===== src/rtl/mem_port_arbiter_if.sv =====
// Bundle of the fetch, data and memory-side signals around the shared memory port.
// The slave modport is the arbiter's view; the master modport is the requesters plus memory.
interface mem_port_arbiter_if #(
  parameter int ADDR_WIDTH = 32,
  parameter int DATA_WIDTH = 32
);
  logic                  f_req;
  logic [ADDR_WIDTH-1:0] f_addr;
  logic [1:0]            f_access_size;
  logic                  f_gnt;
  logic                  f_rvalid;
  logic [DATA_WIDTH-1:0] f_rdata;
  logic                  f_stall;

  logic                  d_req;
  logic                  d_rw;
  logic [ADDR_WIDTH-1:0] d_addr;
  logic [DATA_WIDTH-1:0] d_wdata;
  logic [1:0]            d_access_size;
  logic                  d_gnt;
  logic                  d_rvalid;
  logic [DATA_WIDTH-1:0] d_rdata;

  logic [ADDR_WIDTH-1:0] mem_address;
  logic [DATA_WIDTH-1:0] mem_data_in;
  logic [1:0]            mem_access_size;
  logic                  mem_rw;
  logic                  mem_enable;
  logic                  mem_busy;
  logic [DATA_WIDTH-1:0] mem_data_out;

  modport slave (
    input  f_req, f_addr, f_access_size,
    output f_gnt, f_rvalid, f_rdata, f_stall,
    input  d_req, d_rw, d_addr, d_wdata, d_access_size,
    output d_gnt, d_rvalid, d_rdata,
    output mem_address, mem_data_in, mem_access_size, mem_rw, mem_enable,
    input  mem_busy, mem_data_out
  );

  modport master (
    output f_req, f_addr, f_access_size,
    input  f_gnt, f_rvalid, f_rdata, f_stall,
    output d_req, d_rw, d_addr, d_wdata, d_access_size,
    input  d_gnt, d_rvalid, d_rdata,
    input  mem_address, mem_data_in, mem_access_size, mem_rw, mem_enable,
    output mem_busy, mem_data_out
  );
endinterface


===== src/rtl/mem_port_arbiter.sv =====
// Shares one memory port between instruction fetch and the load/store requester,
// sequencing read bursts beat by beat and bounding fetch starvation.
module mem_port_arbiter #(
  parameter int ADDR_WIDTH = 32,
  parameter int DATA_WIDTH = 32,
  parameter int MAX_WAIT   = 4
) (
  input  logic                clock,
  input  logic                reset,
  mem_port_arbiter_if.slave   io_bus
);
  localparam logic [1:0] S_IDLE  = 2'd0;
  localparam logic [1:0] S_FETCH = 2'd1;
  localparam logic [1:0] S_DATA  = 2'd2;
  localparam logic [1:0] S_DRAIN = 2'd3;
  localparam logic [3:0] L_MAX_WAIT = 4'(MAX_WAIT);

  logic [1:0]            r_state;
  logic [3:0]            r_wait_cnt;
  logic [4:0]            r_beat_cnt;
  logic [4:0]            r_beats;
  logic                  r_is_read;
  logic                  r_f_gnt;
  logic                  r_d_gnt;
  logic                  r_f_rvalid;
  logic                  r_d_rvalid;
  logic [DATA_WIDTH-1:0] r_f_rdata;
  logic [DATA_WIDTH-1:0] r_d_rdata;
  logic [ADDR_WIDTH-1:0] r_mem_address;
  logic [DATA_WIDTH-1:0] r_mem_data_in;
  logic [1:0]            r_mem_access_size;
  logic                  r_mem_rw;
  logic                  r_mem_enable;

  logic w_grant;
  logic w_fetch_wins;
  logic w_xfer;
  logic w_capture;

  function automatic logic [4:0] size_beats(input logic [1:0] size);
    case (size)
      2'b00:   size_beats = 5'd1;
      2'b01:   size_beats = 5'd4;
      2'b10:   size_beats = 5'd8;
      default: size_beats = 5'd16;
    endcase
  endfunction

  assign w_grant      = (r_state == S_IDLE) && !io_bus.mem_busy && (io_bus.f_req || io_bus.d_req);
  assign w_fetch_wins = io_bus.f_req && (!io_bus.d_req || (r_wait_cnt == L_MAX_WAIT));
  assign w_xfer       = (r_state == S_FETCH) || (r_state == S_DATA);
  // The enable cycle itself carries no beat; memory starts returning data one cycle later.
  assign w_capture    = w_xfer && r_is_read && !r_mem_enable && (r_beat_cnt != r_beats);

  always_ff @(posedge clock or posedge reset) begin
    if (reset) begin
      r_state           <= S_IDLE;
      r_wait_cnt        <= '0;
      r_beat_cnt        <= '0;
      r_beats           <= '0;
      r_is_read         <= 1'b0;
      r_f_gnt           <= 1'b0;
      r_d_gnt           <= 1'b0;
      r_f_rvalid        <= 1'b0;
      r_d_rvalid        <= 1'b0;
      r_f_rdata         <= '0;
      r_d_rdata         <= '0;
      r_mem_address     <= '0;
      r_mem_data_in     <= '0;
      r_mem_access_size <= '0;
      r_mem_rw          <= 1'b0;
      r_mem_enable      <= 1'b0;
    end else begin
      r_mem_enable <= 1'b0;
      r_f_gnt      <= 1'b0;
      r_d_gnt      <= 1'b0;
      r_f_rvalid   <= 1'b0;
      r_d_rvalid   <= 1'b0;
      if (!io_bus.f_req) r_wait_cnt <= '0;

      case (r_state)
        S_IDLE: begin
          if (w_grant) begin
            r_mem_enable <= 1'b1;
            r_beat_cnt   <= '0;
            if (w_fetch_wins) begin
              r_state           <= S_FETCH;
              r_f_gnt           <= 1'b1;
              r_mem_address     <= io_bus.f_addr;
              r_mem_data_in     <= '0;
              r_mem_access_size <= io_bus.f_access_size;
              r_mem_rw          <= 1'b1;
              r_beats           <= size_beats(io_bus.f_access_size);
              r_is_read         <= 1'b1;
              r_wait_cnt        <= '0;
            end else begin
              r_state           <= S_DATA;
              r_d_gnt           <= 1'b1;
              r_mem_address     <= io_bus.d_addr;
              r_mem_data_in     <= io_bus.d_wdata;
              r_mem_access_size <= io_bus.d_rw ? io_bus.d_access_size : 2'b00;
              r_mem_rw          <= io_bus.d_rw;
              r_beats           <= io_bus.d_rw ? size_beats(io_bus.d_access_size) : 5'd1;
              r_is_read         <= io_bus.d_rw;
              if (io_bus.f_req && (r_wait_cnt < L_MAX_WAIT))
                r_wait_cnt <= r_wait_cnt + 4'd1;
            end
          end
        end
        S_FETCH, S_DATA: begin
          if (!r_is_read) begin
            r_state <= S_IDLE;
          end else if (w_capture) begin
            r_beat_cnt <= r_beat_cnt + 5'd1;
            if (r_state == S_FETCH) begin
              r_f_rvalid <= 1'b1;
              r_f_rdata  <= io_bus.mem_data_out;
            end else begin
              r_d_rvalid <= 1'b1;
              r_d_rdata  <= io_bus.mem_data_out;
            end
          end else if (!r_mem_enable) begin
            r_state <= io_bus.mem_busy ? S_DRAIN : S_IDLE;
          end
        end
        default: begin
          if (!io_bus.mem_busy) r_state <= S_IDLE;
        end
      endcase
    end
  end

  assign io_bus.f_gnt           = r_f_gnt;
  assign io_bus.d_gnt           = r_d_gnt;
  assign io_bus.f_rvalid        = r_f_rvalid;
  assign io_bus.d_rvalid        = r_d_rvalid;
  assign io_bus.f_rdata         = r_f_rdata;
  assign io_bus.d_rdata         = r_d_rdata;
  assign io_bus.mem_address     = r_mem_address;
  assign io_bus.mem_data_in     = r_mem_data_in;
  assign io_bus.mem_access_size = r_mem_access_size;
  assign io_bus.mem_rw          = r_mem_rw;
  assign io_bus.mem_enable      = r_mem_enable;
  assign io_bus.f_stall         = io_bus.f_req && (r_state != S_FETCH);
endmodule


===== src/flat_wrapper.sv =====
// flat-port wrapper written by rule: the top's interface ports become plain ports
module mem_port_arbiter_flat 
#(
  parameter int ADDR_WIDTH = 32,
  parameter int DATA_WIDTH = 32,
  parameter int MAX_WAIT   = 4
)
  (clock, reset, io_bus_f_req, io_bus_f_addr, io_bus_f_access_size, io_bus_f_gnt, io_bus_f_rvalid, io_bus_f_rdata, io_bus_f_stall, io_bus_d_req, io_bus_d_rw, io_bus_d_addr, io_bus_d_wdata, io_bus_d_access_size, io_bus_d_gnt, io_bus_d_rvalid, io_bus_d_rdata, io_bus_mem_address, io_bus_mem_data_in, io_bus_mem_access_size, io_bus_mem_rw, io_bus_mem_enable, io_bus_mem_busy, io_bus_mem_data_out);
  mem_port_arbiter_if #(.ADDR_WIDTH(ADDR_WIDTH), .DATA_WIDTH(DATA_WIDTH)) io_bus_i ();
  input  logic clock;
  input  logic reset;
  input wire logic [$bits(io_bus_i.f_req)-1:0] io_bus_f_req;
  input wire logic [$bits(io_bus_i.f_addr)-1:0] io_bus_f_addr;
  input wire logic [$bits(io_bus_i.f_access_size)-1:0] io_bus_f_access_size;
  output wire logic [$bits(io_bus_i.f_gnt)-1:0] io_bus_f_gnt;
  output wire logic [$bits(io_bus_i.f_rvalid)-1:0] io_bus_f_rvalid;
  output wire logic [$bits(io_bus_i.f_rdata)-1:0] io_bus_f_rdata;
  output wire logic [$bits(io_bus_i.f_stall)-1:0] io_bus_f_stall;
  input wire logic [$bits(io_bus_i.d_req)-1:0] io_bus_d_req;
  input wire logic [$bits(io_bus_i.d_rw)-1:0] io_bus_d_rw;
  input wire logic [$bits(io_bus_i.d_addr)-1:0] io_bus_d_addr;
  input wire logic [$bits(io_bus_i.d_wdata)-1:0] io_bus_d_wdata;
  input wire logic [$bits(io_bus_i.d_access_size)-1:0] io_bus_d_access_size;
  output wire logic [$bits(io_bus_i.d_gnt)-1:0] io_bus_d_gnt;
  output wire logic [$bits(io_bus_i.d_rvalid)-1:0] io_bus_d_rvalid;
  output wire logic [$bits(io_bus_i.d_rdata)-1:0] io_bus_d_rdata;
  output wire logic [$bits(io_bus_i.mem_address)-1:0] io_bus_mem_address;
  output wire logic [$bits(io_bus_i.mem_data_in)-1:0] io_bus_mem_data_in;
  output wire logic [$bits(io_bus_i.mem_access_size)-1:0] io_bus_mem_access_size;
  output wire logic [$bits(io_bus_i.mem_rw)-1:0] io_bus_mem_rw;
  output wire logic [$bits(io_bus_i.mem_enable)-1:0] io_bus_mem_enable;
  input wire logic [$bits(io_bus_i.mem_busy)-1:0] io_bus_mem_busy;
  input wire logic [$bits(io_bus_i.mem_data_out)-1:0] io_bus_mem_data_out;
  assign io_bus_i.f_req = io_bus_f_req;
  assign io_bus_i.f_addr = io_bus_f_addr;
  assign io_bus_i.f_access_size = io_bus_f_access_size;
  assign io_bus_f_gnt = io_bus_i.f_gnt;
  assign io_bus_f_rvalid = io_bus_i.f_rvalid;
  assign io_bus_f_rdata = io_bus_i.f_rdata;
  assign io_bus_f_stall = io_bus_i.f_stall;
  assign io_bus_i.d_req = io_bus_d_req;
  assign io_bus_i.d_rw = io_bus_d_rw;
  assign io_bus_i.d_addr = io_bus_d_addr;
  assign io_bus_i.d_wdata = io_bus_d_wdata;
  assign io_bus_i.d_access_size = io_bus_d_access_size;
  assign io_bus_d_gnt = io_bus_i.d_gnt;
  assign io_bus_d_rvalid = io_bus_i.d_rvalid;
  assign io_bus_d_rdata = io_bus_i.d_rdata;
  assign io_bus_mem_address = io_bus_i.mem_address;
  assign io_bus_mem_data_in = io_bus_i.mem_data_in;
  assign io_bus_mem_access_size = io_bus_i.mem_access_size;
  assign io_bus_mem_rw = io_bus_i.mem_rw;
  assign io_bus_mem_enable = io_bus_i.mem_enable;
  assign io_bus_i.mem_busy = io_bus_mem_busy;
  assign io_bus_i.mem_data_out = io_bus_mem_data_out;
  mem_port_arbiter #(.ADDR_WIDTH(ADDR_WIDTH), .DATA_WIDTH(DATA_WIDTH), .MAX_WAIT(MAX_WAIT)) u_core (.clock(clock), .reset(reset), .io_bus(io_bus_i));
endmodule

===== config.mk =====
export PLATFORM = sky130hd
export DESIGN_NAME = mem_port_arbiter_flat
export DESIGN_NICKNAME = d
export VERILOG_FILES = /design/src/rtl/mem_port_arbiter_if.sv /design/src/rtl/mem_port_arbiter.sv /design/src/flat_wrapper.sv
export SDC_FILE = /design/constraint.sdc
export NUM_CORES = 1
export LEC_CHECK = 0
export ABC_AREA = 1
export CORE_MARGIN = 2
export CORE_UTILIZATION = 32
export CTS_CLUSTER_SIZE = 16
export DETAILED_ROUTE_END_ITERATION = 16
export GPL_TIMING_DRIVEN = 0
export PLACE_DENSITY = 0.62
export SLEW_MARGIN = 20
export SYNTH_ARGS = -nofsm -noshare
export SYNTH_HDL_FRONTEND = slang
export SYNTH_SLANG_ARGS = --single-unit

===== constraint.sdc =====
create_clock -name clock -period 11.3 [get_ports clock]
set_input_delay 2.825 -clock clock [delete_from_list [all_inputs] [get_ports clock]]
set_output_delay 2.825 -clock clock [all_outputs]
set_load 0.01 [all_outputs]

==> impl_metrics.tcl <==
set metrics [dict create \
    synth-compound-area-share_pct 11.4 \
    worstRegToRegCells 10 \
    synth_cells 691 \
    critical_path.cell_chain "buf_4 > inv_2 > nor2_1 > clkdlybuf4s50_1" \
    share_of_the_synthesized_netlist_area_taken_by_xor_and_xnor_gates_pct 0.413 \
    cts.clk_slew.worst_paths_ps 70 \
    peakVddDrop_mv 0.116 \
    clock_buffer_count_from_cts 17 \
    most-common-layout-cells "sky130_fd_sc_hd__nand2_1, sky130_fd_sc_hd__clkdlybuf4s50_1, sky130_fd_sc_hd__dfrtp_1, sky130_fd_sc_hd__o21ai_0, sky130_fd_sc_hd__nand3_1" \
    utilization_pct 51.5 \
    timing.max_cap.violations 0 \
    leakage_power_of_the_design_nw 4.49 \
    totalWireLength_mm 20.6 \
    setup.worst_path.start "io_bus_f_req" \
    cp-start-kind "input port" \
    finalWeightedCongestion 0.799 \
    worst-path-max-fanout 8 \
    grt_pass1_wl_mm 33.8 \
    post_synth_main_area_contributors "sky130_fd_sc_hd__dfrtp_1, sky130_fd_sc_hd__nand2_1, sky130_fd_sc_hd__o21ai_0" \
    drc 0 \
    root_buffer "sky130_fd_sc_hd__clkbuf_16" \
    synthDistinctLibCells 32 \
    vias 5786 \
    report.final.setup_viol 0 \
    timing.critical_path.slowest_cell_delay_ps 580 \
    dr.max_layer_used "met4" \
    synthSimpleGateAreaFrac_pct 22.1 \
    synth.area.mux_share_pct 0 \
    maxClockFrequency_mhz 153 \
    setup_repair_after_global_routing_missed_its_margin "no" \
    stdcell_count 1262 \
    timing.setup.tns_ps 0 \
    largest_net_degree_at_the_start_of_global_routing 85 \
    drt_iter0_markers 215 \
    hold_path.class "register to register" \
    postPlaceCellArea_mm2 0.00946 \
    clock-sinks 151 \
    cp.arrival_ps 3700 \
    hold_viol_final 0 \
    die_h_um 145 \
    synth_nets 837 \
    ios 275 \
    die_width_um 145 \
    synth_sequential_area_ratio_pct 59.4 \
    cts_setup_buffers 0 \
    cell_count_post_placement 1230 \
    finish.net_count 1130 \
    layout.cells.most_common "sky130_fd_sc_hd__nand2_1" \
    route.met2.wl_mm 9.36 \
    clock_tree_from_tritoncts "built" \
    netlist.area_leader.share_pct 59.4 \
    ctsResizeCount 0 \
    postRouteAntennaNets 0 \
    final_max_slew_viol_count 0 \
    cts.htree.levels 4 \
    crit_path_end_kind "output port" \
    wl_met3_mm 1.91 \
    total_routed_wire_length_on_the_met1_layer_mm 9.15 \
    first_pass_detailed_route_iteration_total 4 \
    drive_gt1_share_pct 7.22 \
    worstSetupPathType "input port to output port" \
    cp_data_required_time_ps 8480 \
    fp.dieArea_mm2 0.0210 \
    main_combinational_cell_family_by_area_after_synthesis "simple AND/OR/NAND/NOR gates" \
    synth-seq-cells 151 \
    num_antenna_cells 0 \
    layout_worst_path_cycle_share_pct 57.8 \
    yosysTopAreaCell "sky130_fd_sc_hd__dfrtp_1" \
    timing_worst_slew_pin_value_ps 606 \
    slew_headroom_pct 59.6 \
    synthAdderAreaFrac_pct 1.57 \
    outcome "finished, final reports clean" \
    synth.cell_area_mm2 0.00636 \
    worst_slack_on_hold_paths_ps 484 \
    vias_per_cell 4.58 \
    stdcell_area_mm2 0.0100 \
    placement_rows 51 \
    cts-root-to-sink-buffers 2 \
    finalClockSkew_ps 10.3 \
    grt-ovfl-total 0 \
    place_hpwl_mm 15.3 \
    crit_end "io_bus_f_stall" \
    area_growth_pct 57.4 \
    cellPowerDensity_mw_per_mm2 270 \
    regToRegSetupSlack_ps 9310 \
    clkLatencyLatePin_ps 420 \
    post_drt_wl_per_cell_um 16.3 \
    antenna_violations_before_repair 0 \
    timing.rr.start "u_core.r_state[1]$_DFFE_PP0P_" \
    worst_path_max_delay_cell "sky130_fd_sc_hd__clkdlybuf4s50_1" \
    initial_util_pct 32.7 \
    grt_util_all_layers_pct 20.2 \
    grt_pass1_vias 5999 \
    design.core.area_mm2 0.0195 \
    yosysWarnings 0 \
    numPortBuffers 273 \
    ctsHoldBuffers 0 \
    syn_area_per_cell_um2 9.21 \
    critical_path.reg2reg.endpoint "u_core.io_bus.mem_address[23]$_DFFE_PP0P_" \
    final.min_clock_period_ps 6530 \
]
==> worst max-delay path, delay by kind of cell <==
kind | cells | cell delay, ps
simple gates | 1 | 90
buf+inv | 3 | 780
==> power by group <==
group,internal (mW),switching [mW]
Combinational,0.631,0.600
Sequential,0.789,0.143
Clock,0.293,0.245
Total,1.71,0.988
==> flip-flops by register name (all words and copies together) (netlist names) <==
register                       cells
u_core.io_bus.d_gnt                1
u_core.io_bus.d_rdata             32
u_core.io_bus.d_rvalid             1
u_core.io_bus.f_gnt                1
u_core.io_bus.f_rdata             32
u_core.io_bus.f_rvalid             1
u_core.io_bus.mem_access_size      2
u_core.io_bus.mem_address         32
u_core.io_bus.mem_data_in         32
u_core.io_bus.mem_enable           1
u_core.r_beat_cnt                  5
u_core.r_beats                     4
u_core.r_is_read                   1
u_core.r_state                     2
u_core.r_wait_cnt                  4
==> per-stage QoR <==
step | power (mW) | worst slack [ps]
after floorplan | 1.47 | 4410
after global placement | 2.17 | 2030
after global routing | 2.89 | 4690
final | 2.70 | 4770
after CTS | 2.74 | 4760
after detailed placement | 2.18 | 4750
==> layout make-up <==
type                    count  area [um^2]
plain buffers              38          216
clock buffers              19          443
clock inverters            13          109
fillers                  1823         9450
inverters                  29          116
multi-input cells         473         2260
flip-flops and latches    151         3780
well taps                 265          332
repair buffers            274         2760
==> logic make-up after synthesis <==
family,after synthesis
simple gates,347
buf+inv,67
xor+xnor,3
fa+ha+maj,8
flops,151
compound gates,115
==> per-layer routing <==
| layer | global-route usage [%] | vias to the layer above |
|---|---|---|
| met3 | 8.27 | 14 |
| li1 | - | 2851 |
| met2 | 31.9 | 225 |
| met5 | 0 | - |
| met4 | 5.45 | 0 |
| met1 | 25.8 | 2696 |
==> cells in the mapped netlist (all sizes together) <==
cell and number:
dfrtp 151, a31oi 2, nand4 3, nand3 45, xor2 2, a21oi 5, clkbuf 14, nor3 3
inv 29, o22a 1, a22o 32, nor2 18, or2 1, nand2 277, xnor2 1, ha 8
o21ai 69, a22oi 1, o22ai 5, buf 24
==> how the worst min path moves through the flow <==
stage | startpoint | to | slack (ps) | depth (start not counted)
after detailed placement | u_core.io_bus.f_rdata[3]$_DFFE_PP0P_ | u_core.io_bus.f_rdata[3]$_DFFE_PP0P_ | 470 | 2
after global placement | u_core.io_bus.f_rdata[0]$_DFFE_PP0P_ | u_core.io_bus.f_rdata[0]$_DFFE_PP0P_ | 460 | 2
final | u_core.io_bus.f_rdata[3]$_DFFE_PP0P_ | u_core.io_bus.f_rdata[3]$_DFFE_PP0P_ | 480 | 2
after global routing | u_core.io_bus.f_rdata[3]$_DFFE_PP0P_ | u_core.io_bus.f_rdata[3]$_DFFE_PP0P_ | 500 | 2
after CTS | u_core.io_bus.f_rdata[3]$_DFFE_PP0P_ | u_core.io_bus.f_rdata[3]$_DFFE_PP0P_ | 490 | 2
after floorplan | u_core.r_beats[4]$_DFFE_PP0P_ | u_core.r_beats[4]$_DFFE_PP0P_ | 450 | 2
(Power assumes the default switching activity.)
